File: src/rtl/clk_pkg.sv
// clk_pkg: shared word width and word type for the alarm-clock datapath
package clk_pkg;
  localparam int WORD_W = 16;
  typedef logic [WORD_W-1:0] word_t;
endpackage

File: src/rtl/mux_n.sv
// mux_n: W-bit 2:1 mux, sel=1 picks a
module mux_n #(
  parameter int W = 1
) (
  input  logic [W-1:0] a,
  input  logic [W-1:0] b,
  input  logic         sel,
  output logic [W-1:0] y
);
  assign y = sel ? a : b;
endmodule

File: src/rtl/mux_advanced.sv
// mux_advanced: registered display word selection and alarm-match buzzer request
module mux_advanced
  import clk_pkg::*;
#(
  parameter int WIDTH = WORD_W
) (
  input  logic             clk,
  input  logic             rst_n,
  input  logic [WIDTH-1:0] alarm_data,
  input  logic [WIDTH-1:0] time_data,
  input  logic [WIDTH-1:0] set_data,
  input  logic             show_alarm,
  input  logic             show_time,
  input  logic             alarm_on,
  output logic [WIDTH-1:0] display,
  output logic             sound_alarm
);
  logic [WIDTH-1:0] m0_y, display_d, display_q;
  logic             match, sound_d, sound_q;
  assign match = alarm_data == time_data;
  mux_n #(.W(WIDTH)) m0 (.a(alarm_data), .b(set_data), .sel(show_alarm), .y(m0_y));
  mux_n #(.W(WIDTH)) m1 (.a(time_data), .b(m0_y), .sel(show_time), .y(display_d));
  mux_n #(.W(1))     m2 (.a(match), .b(1'b0), .sel(alarm_on), .y(sound_d));
  always_ff @(posedge clk or negedge rst_n) begin
    if (!rst_n) begin
      display_q <= '0;
      sound_q   <= 1'b0;
    end else begin
      display_q <= display_d;
      sound_q   <= sound_d;
    end
  end
  assign display     = display_q;
  assign sound_alarm = sound_q;
endmodule

File: config.mk
export PLATFORM = sky130hd
export DESIGN_NAME = mux_advanced
export DESIGN_NICKNAME = d
export VERILOG_FILES = /design/src/rtl/clk_pkg.sv /design/src/rtl/mux_n.sv /design/src/rtl/mux_advanced.sv
export SDC_FILE = /design/constraint.sdc
export NUM_CORES = 1
export LEC_CHECK = 0
export ABC_AREA = 1
export CAP_MARGIN = 5
export CORE_AREA = 2 2 76 49
export CTS_CLUSTER_SIZE = 28
export DETAILED_ROUTE_END_ITERATION = 8
export DIE_AREA = 0 0 78 51
export GPL_TIMING_DRIVEN = 0
export PLACE_DENSITY = 0.77
export SYNTH_ARGS = -nofsm -noshare
export SYNTH_HDL_FRONTEND = slang
export SYNTH_HIERARCHICAL = 1
export SYNTH_SLANG_ARGS = --single-unit
File: constraint.sdc
create_clock -name clk -period 0.8 [get_ports clk]
set_input_delay 0.12 -clock clk [delete_from_list [all_inputs] [get_ports clk]]
set_output_delay 0.12 -clock clk [all_outputs]
set_load 0.005 [all_outputs]
==> impl_metrics.csv, run 1 <==
group,metric,value,unit
global_route,antenna_found_initial,0,
synth,yosysWarnings,6,
die,initial_core_util,0.346,
route,via_count,1237,
route,first_iter_violations,40,
power_and_ir_drop,leakage,1.03,nW
layout,drive_above_1_share,0.173,
critical_path,path_class,"reg -> out",
route,ant_nets,0,
route,remaining_drc_errors,0,
global_route,grt_pass1_wl,5260,µm
critical_path,critPathCaptureType,"output port",
power_and_ir_drop,vdd_drop_max,0.594,mV
critical_path,path_delay_family,"flip-flops",
die,die_x,78,µm
sta,finalHoldViolations,0,
clock_network,cts_setup_buffers,0,
synth,synth.distinct_cells,10,
die,die_height,51,µm
job,maxCapViolCount,0,
sta,tightest_slew,0.793,ns
global_route,grt_max_degree,18,
critical_path,critPathBufInv,1,
placed_design,place_area,0.00191,mm²
clock_network,clockBufferDepth,2,
hold_path,hp-class,"in -> async",
global_route,grt_pass1_vias,1149,
critical_path,slowest_stage,"dfrtp_1",
sta,rsz0062_at_grt,"yes",
synth,ys_ff_latch,17,
sta,post-route-period-util,1.08,
critical_path,path_cells,"buf_2",
run_status,violations,"negative setup slack",
synth,syn-instance-count,177,
layout,num_antenna_cells,0,
placed_design,post-dp-hpwl,2480,µm
route,wirelength,3260,µm
synth,syn_area_per_cell,6.66,µm²
critical_path,required,0.68,ns
sta,fin_crit,0.861,ns
critical_path,path_max_fanout,1,
placed_design,gp_congestion,0.758,
synth,syn_area,0.00118,mm²
layout,final_common_cell,"nand2_1",
sta,setup_viol,18,
route,dr.pass1.iters,4,
layout,final_area,0.00185,mm²
run_status,status,"complete, but fails checks",
die,fp.coreArea,0.00340,mm²
clock_network,cts_tree,"yes",
power_and_ir_drop,finalPower,2.29,mW
critical_path,cp_slowest_stage_delay,0.36,ns
clock_network,cts_root_buffer,"clkbuf_8",
layout,final_cell_mix,"nand2_1 (110), dlygate4sd2_1 (26), dfrtp_1 (17), clkdlybuf4s50_1 (17), buf_2 (17)",
layout,layout.nets,302,
synth,synth-seq-area-share,0.361,
critical_path,start_kind,"flop",
route,viasPerCell,4.19,
clock_network,cts_htree_levels,1,
synth,synth_nets,230,
layout,fill_cells,352,
sta,setup_slack,-0.0612,ns
die,die_area,0.00398,mm²
clock_network,cts_sinks,17,
clock_network,path_clk_slew,0.07,ns
route,wl_per_cell,11.1,µm
global_route,overflow,0,
sta,fmax,1160,MHz
layout,synthToLayoutAreaGrowth,57.2,%
placed_design,portBuffers,67,
clock_network,cts_hold_buf,0,
sta,maxSlewHeadroom,0.471,
die,rows,17,
sta,drv_slew,0,
clock_network,numCtsBuffers,3,
die,ios,70,
global_route,grt.total_usage,0.171,
power_and_ir_drop,powerDensity,1240,mW/mm²
critical_path,crit_arrival,0.74,ns
==> flip-flops by register name (all words and copies together), names as in the netlist <==
register	flops
display	16
sound_alarm	1
==> layout make-up <==
| cell class | count | area [µm²] | share of cell area |
|---|---|---|---|
| Multi-Input combinational cell | 141 | 627 | 0.338 |
| Buffer | 6 | 85.1 | 0.0459 |
| Tap cell | 47 | 58.8 | 0.0317 |
| Timing Repair Buffer | 67 | 553 | 0.298 |
| Sequential cell | 17 | 425 | 0.230 |
| Clock buffer | 4 | 45.0 | 0.0243 |
| Inverter | 13 | 58.8 | 0.0317 |
==> final timing paths <==
kind                              from     endpoint  cells after the start
max in group asynchronous        rst_n  display[11]                      1
hold / removal                   rst_n  display[13]                      1
setup / recovery           display[14]  display[14]                      1
min in group clk             show_time  display[15]                      3
==> stage by stage <==
stage	setup TNS (ns)	hold WS, ns	worst slack, ns	std cells	utilization
final	-0.795	0.0641	-0.0612	295	0.544
after global routing	-1.37	0.130	-0.103	295	0.544
after CTS	-0.929	0.0948	-0.0680	295	0.538
after detailed placement	-10.66	0.393	-0.496	291	0.561
after global placement	-9.75	0.390	-0.498	291	0.561
after floorplan	0	-0.176	0.106	177	-
==> metal layers <==
metal,vias up,wire (µm),global-route usage
met4,0,27,0.0205
met5,-,0,0
met2,37,1510,0.290
met3,4,197,0.0477
met1,540,1530,0.226
li1,656,-,-
==> power by group <==
part	switching, mW	internal, mW	leakage [nW]	total (mW)
clock network	0.287	0.353	0.0228	0.640
logic	0.333	0.374	0.804	0.707
registers	0.0144	0.929	0.206	0.944
==> timing repair <==
action / CTS / global route
resized for setup: 100 / 11
setup endpoints to repair: 35 / 18
pin swaps: 13 / 11
==> cell usage after synthesis <==
cell,number,share of area
buf_12,2,0.034
inv_1,11,0.035
nand2_1,114,0.36
dfrtp_1,17,0.36
nor2_1,5,0.016
buf_6,4,0.038
nand2_2,10,0.053
conb_1,1,0.0032
inv_6,2,0.015
xnor2_1,11,0.082
==> kinds of logic after synthesis <==
| family | Yosys count | synth area share |
|---|---|---|
| flops | 17 | 0.361 |
| other cells | 1 | 0.00318 |
| simple gates | 129 | 0.432 |
| xor+xnor | 11 | 0.0817 |
| buf+inv | 19 | 0.122 |
No activity file was read; power rests on OpenSTA's default activity.
==> run 2: changes to the inputs <==
--- a/config.mk
+++ b/config.mk
@@ -7,12 +7,12 @@
 export LEC_CHECK = 0
 export ABC_AREA = 1
 export CAP_MARGIN = 5
-export CORE_AREA = 2 2 76 49
+export CORE_AREA = 2 2 92 59
 export CTS_CLUSTER_SIZE = 28
 export DETAILED_ROUTE_END_ITERATION = 8
-export DIE_AREA = 0 0 78 51
+export DIE_AREA = 0 0 94 61
 export GPL_TIMING_DRIVEN = 0
-export PLACE_DENSITY = 0.77
+export PLACE_DENSITY = 0.55
 export SYNTH_ARGS = -nofsm -noshare
 export SYNTH_HDL_FRONTEND = slang
 export SYNTH_HIERARCHICAL = 1
==> impl_metrics.csv, run 2 (synthesis gave the netlist of run 1 again) <==
group,metric,value,unit
sta,tightest_slew,0.832,ns
layout,stdcell_count,314,
sta,setup_slack,-0.0706,ns
clock_network,numCtsBuffers,3,
placed_design,place_area,0.00193,mm²
sta,post-route-period-util,1.09,
sta,setup_viol,17,
die,fp.coreArea,0.00488,mm²
placed_design,dpl.cell_count,310,
route,wl_per_cell,11.3,µm
sta,rsz0062_at_grt,"yes",
sta,fmax,1150,MHz
route,dr.pass1.iters,4,
layout,finish.utilization,0.383,
clock_network,path_clk_slew,0.07,ns
clock_network,cts_root_buffer,"clkbuf_8",
critical_path,critPathCaptureType,"output port",
die,initial_core_util,0.242,
sta,maxSlewHeadroom,0.445,
critical_path,startpoint,"sound_alarm",
die,die_x,94,µm
layout,final_cell_mix,"nand2_1 (114), dlygate4sd2_1 (25), dfrtp_1 (17), clkdlybuf4s50_1 (17), buf_2 (17)",
critical_path,crit_arrival,0.75,ns
layout,layout.nets,302,
critical_path,path_max_fanout,1,
route,first_iter_violations,20,
placed_design,portBuffers,67,
route,ant_nets,0,
critical_path,required,0.68,ns
power_and_ir_drop,leakage,1.04,nW
critical_path,crit_end,"sound_alarm",
clock_network,clockBufferDepth,2,
placed_design,gp_congestion,0.694,
power_and_ir_drop,vdd_drop_max,0.481,mV
critical_path,cp_slowest_stage_delay,0.37,ns
route,viasPerCell,3.84,
critical_path,path_cells,"buf_2",
job,maxCapViolCount,0,
layout,drive_above_1_share,0.157,
global_route,grt.total_usage,0.131,
layout,synthToLayoutAreaGrowth,58.5,%
sta,fin_crit,0.871,ns
power_and_ir_drop,powerDensity,1230,mW/mm²
global_route,grt_max_degree,18,
global_route,antenna_found_initial,0,
clock_network,cts_htree_levels,1,
route,via_count,1207,
global_route,grt_pass1_vias,1201,
critical_path,critPathBufInv,1,
sta,timing.setup.tns,-0.834,ns
hold_path,hp-class,"in -> async",
layout,final_area,0.00187,mm²
layout,fill_cells,557,
die,ios,70,
critical_path,path_delay_family,"flip-flops",
critical_path,path_class,"reg -> out",
layout,final_common_cell,"nand2_1",
die,die_area,0.00573,mm²
global_route,grt_pass1_wl,5640,µm
run_status,status,"complete, but fails checks",
run_status,violations,"negative setup slack",
global_route,overflow,0,
critical_path,slowest_stage,"dfrtp_1",
clock_network,cts_setup_buffers,0,
layout,largest_reg_flops,16,
clock_network,cts_sinks,17,
sta,finalHoldViolations,0,
critical_path,crit_cells,1,
power_and_ir_drop,finalPower,2.29,mW
critical_path,start_kind,"flop",
clock_network,cts_tree,"yes",
route,remaining_drc_errors,0,
layout,num_antenna_cells,0,
sta,drv_slew,0,
placed_design,post-dp-hpwl,2780,µm
die,die_height,61,µm
die,rows,20,
route,wirelength,3550,µm
-- run 2: repair_timing --
item | CTS | global route
endpoints found under the setup margin | 35 | 18
hold buffers | 0 | 0
pin swaps | 9 | 5
gates resized for setup | 107 | 3
-- run 2: power by group --
group	switching, mW	internal [mW]	leakage, nW
logic	0.329	0.374	0.807
clock network	0.292	0.353	0.0228
registers	0.0152	0.929	0.206
total	0.636	1.66	1.04
-- run 2: worst min-delay path by stage --
stage,end,cells past startpoint
2_1_floorplan,display[0],0
3_3_place_gp,display[13],3
3_5_place_dp,display[1],3
4_1_cts,display[14],1
5_1_grt,display[0],3
6_report,display[2],1
-- run 2: layout make-up --
type | instances | area [µm²] | share of cell area
inverter | 13 | 58.8 | 0.0315
clock buffer | 4 | 45.0 | 0.0241
buffer | 6 | 85.1 | 0.0455
timing repair buffer | 67 | 554 | 0.297
tap | 66 | 82.6 | 0.0442
sequential | 17 | 425 | 0.228
multi-input combinational | 141 | 617 | 0.330
-- run 2: routing by layer --
| metal | global-route usage | wire length, µm | vias up |
|---|---|---|---|
| met5 | 0 | 0 | - |
| met4 | 0.0228 | 15 | 0 |
| met3 | 0.0385 | 252 | 2 |
| met2 | 0.200 | 1520 | 35 |
| met1 | 0.186 | 1760 | 513 |
| li1 | - | - | 657 |
-- run 2: through the flow --
| step | hold slack (ns) | worst slack (ns) |
|---|---|---|
| after global placement | 0.397 | -0.488 |
| after global routing | 0.131 | -0.102 |
| after floorplan | -0.176 | 0.106 |
| final | 0.0764 | -0.0706 |
| after detailed placement | 0.395 | -0.518 |
| after CTS | 0.106 | -0.0813 |
==> run 3: changes to the inputs <==
--- a/config.mk
+++ b/config.mk
@@ -7,13 +7,12 @@
 export LEC_CHECK = 0
 export ABC_AREA = 1
 export CAP_MARGIN = 5
-export CORE_AREA = 2 2 92 59
+export CORE_AREA = 2 2 87 55
 export CTS_CLUSTER_SIZE = 28
 export DETAILED_ROUTE_END_ITERATION = 8
-export DIE_AREA = 0 0 94 61
+export DIE_AREA = 0 0 89 57
 export GPL_TIMING_DRIVEN = 0
-export PLACE_DENSITY = 0.55
+export PLACE_DENSITY = 0.58
 export SYNTH_ARGS = -nofsm -noshare
 export SYNTH_HDL_FRONTEND = slang
-export SYNTH_HIERARCHICAL = 1
 export SYNTH_SLANG_ARGS = --single-unit
==> impl_metrics.csv, run 3 <==
group,metric,value,unit
route,wl_per_cell,12.3,µm
layout,final_area,0.00174,mm²
global_route,antenna_found_initial,0,
synth,synth_area_leaders,"dfrtp_1 (41%), nand2_1 (13%), a21oi_1 (11%), inv_1 (8.7%), nor2_1 (4.7%)",
synth,synth_ff_type,"dfrtp_1",
power_and_ir_drop,finalPower,2.24,mW
sta,timing.hold.ws,0.0575,ns
layout,final_common_cell,"nand2_1",
critical_path,slowest_stage,"dfrtp_1",
route,via_count,1164,
layout,stdcell_count,283,
global_route,grt.total_usage,0.141,
sta,drv_slew,0,
global_route,grt_pass1_vias,1126,
die,initial_core_util,0.238,
power_and_ir_drop,leakage,0.904,nW
layout,fill_cells,491,
clock_network,cts_htree_levels,1,
route,dr.pass1.iters,4,
clock_network,cts_sinks,17,
layout,synthToLayoutAreaGrowth,67.4,%
synth,synth-seq-area-share,0.409,
synth,yosys.area.top_type_share,0.409,
synth,ys_ff_latch,17,
layout,seq_area,425,µm²
job,maxCapViolCount,0,
power_and_ir_drop,powerDensity,1280,mW/mm²
layout,final_cell_mix,"nand2_1 (34), a21oi_1 (22), inv_1 (18), buf_2 (18)",
critical_path,path_cells,"buf_2",
sta,tightest_slew,0.798,ns
route,ant_nets,0,
sta,finalHoldViolations,0,
sta,fmax,1130,MHz
synth,syn-instance-count,147,
synth,syn_area_per_cell,7.08,µm²
global_route,grt_pass1_wl,5340,µm
synth,yosysWarnings,0,
placed_design,dpl.cell_count,278,
placed_design,post-place-ws,-0.518,ns
clock_network,cts_tree,"yes",
die,die_height,57,µm
sta,setup_viol,17,
die,rows,19,
route,remaining_drc_errors,0,
hold_path,hp-class,"in -> async",
critical_path,path_class,"reg -> out",
sta,post-route-period-util,1.11,
route,first_iter_violations,42,
layout,layout.nets,274,
clock_network,cts_root_buffer,"clkbuf_8",
sta,fin_crit,0.886,ns
synth,yosys.cell_count.top_type,"nand2_1",
placed_design,portBuffers,68,
critical_path,cp_slowest_stage_delay,0.38,ns
run_status,violations,"negative setup slack",
synth,synth.distinct_cells,20,
run_status,status,"complete, but fails checks",
placed_design,gp_congestion,0.794,
critical_path,path_max_fanout,1,
critical_path,crit_arrival,0.77,ns
sta,rsz0062_at_grt,"yes",
clock_network,clockBufferDepth,2,
clock_network,cts_hold_buf,0,
power_and_ir_drop,vdd_drop_max,0.490,mV
placed_design,post-dp-hpwl,2690,µm
critical_path,critPathBufInv,1,
sta,setup_slack,-0.0857,ns
critical_path,critPathCaptureType,"output port",
critical_path,path_delay_family,"flip-flops",
clock_network,path_clk_slew,0.07,ns
synth,synth_nets,200,
critical_path,start_kind,"flop",
die,ios,70,
die,die_area,0.00507,mm²
global_route,overflow,0,
critical_path,required,0.68,ns
synth,synth_common_cells,"nand2_1 (35), inv_1 (24), a21oi_1 (22), dfrtp_1 (17), nor2_1 (13)",
clock_network,numCtsBuffers,3,
route,viasPerCell,4.11,
layout,num_antenna_cells,0,
layout,finish.utilization,0.398,
sta,maxSlewHeadroom,0.468,
route,wirelength,3480,µm
sta,timing.setup.tns,-0.916,ns
layout,largest_reg_flops,16,
synth,async_reset_ff_frac,1.00,
synth,yosysTopAreaCell,"dfrtp_1",
global_route,grt_max_degree,18,
synth,syn_area,0.00104,mm²
die,fp.coreArea,0.00437,mm²
layout,multi_input_area,475,µm²
layout,drive_above_1_share,0.205,
synth,synth-edff-count,0,
placed_design,place_area,0.00180,mm²
die,die_x,89,µm
## run 3: cell count changes after synthesis, sizes merged, moves of 4 or more
cell	change
o21ai	+12
o22ai	+4
nor2	+8
inv	+13
a21oi	+24
xnor2	-11
nand2	-89
## run 3: area by class of cell
cell class	count	area share
Inverter	26	0.0574
Buffer	6	0.0309
Tap cell	63	0.0452
Multi-Input combinational cell	98	0.273
Sequential cell	17	0.244
Clock buffer	4	0.0258
Timing Repair Buffer	69	0.324
## run 3: cells by family (layout without fill, tap and decap cells)
kind of cell    Yosys count  count (layout)  synth area share
buf+inv                  32             105             0.139
flops                    17              17             0.409
xor+xnor                  3               3            0.0252
compound gates           45              45             0.244
simple gates             50              50             0.183
## run 3: repair_timing
action | CTS | global route
pin swaps | 13 | 10
endpoints found under the hold margin | 0 | 0
setup buffers | 1 | 0
endpoints found under the setup margin | 51 | 22
resized for setup | 107 | 28
## run 3: where the power goes
part / internal (mW) / switching [mW]
clock network: 0.354 / 0.308
logic: 0.333 / 0.299
registers: 0.928 / 0.0156
## run 3: how the worst max path moves through the flow
stage / start / end / slack (ns) / depth (start not counted)
finish: display[8] / display[8] / -0.09 / 1
global route: display[8] / display[8] / -0.12 / 1
CTS: display[8] / display[8] / -0.09 / 1
detailed placement: show_alarm / display[12] / -0.52 / 5
global placement: show_alarm / display[12] / -0.50 / 5
floorplan: show_time / display[8] / 0.04 / 6
## run 3: routing by layer
metal,part of all wire,vias to the layer above,GRT usage
li1,-,613,-
met1,0.52,501,0.212
met2,0.38,48,0.193
met3,0.095,2,0.0535
met4,0.0040,0,0.0256
met5,0,-,0
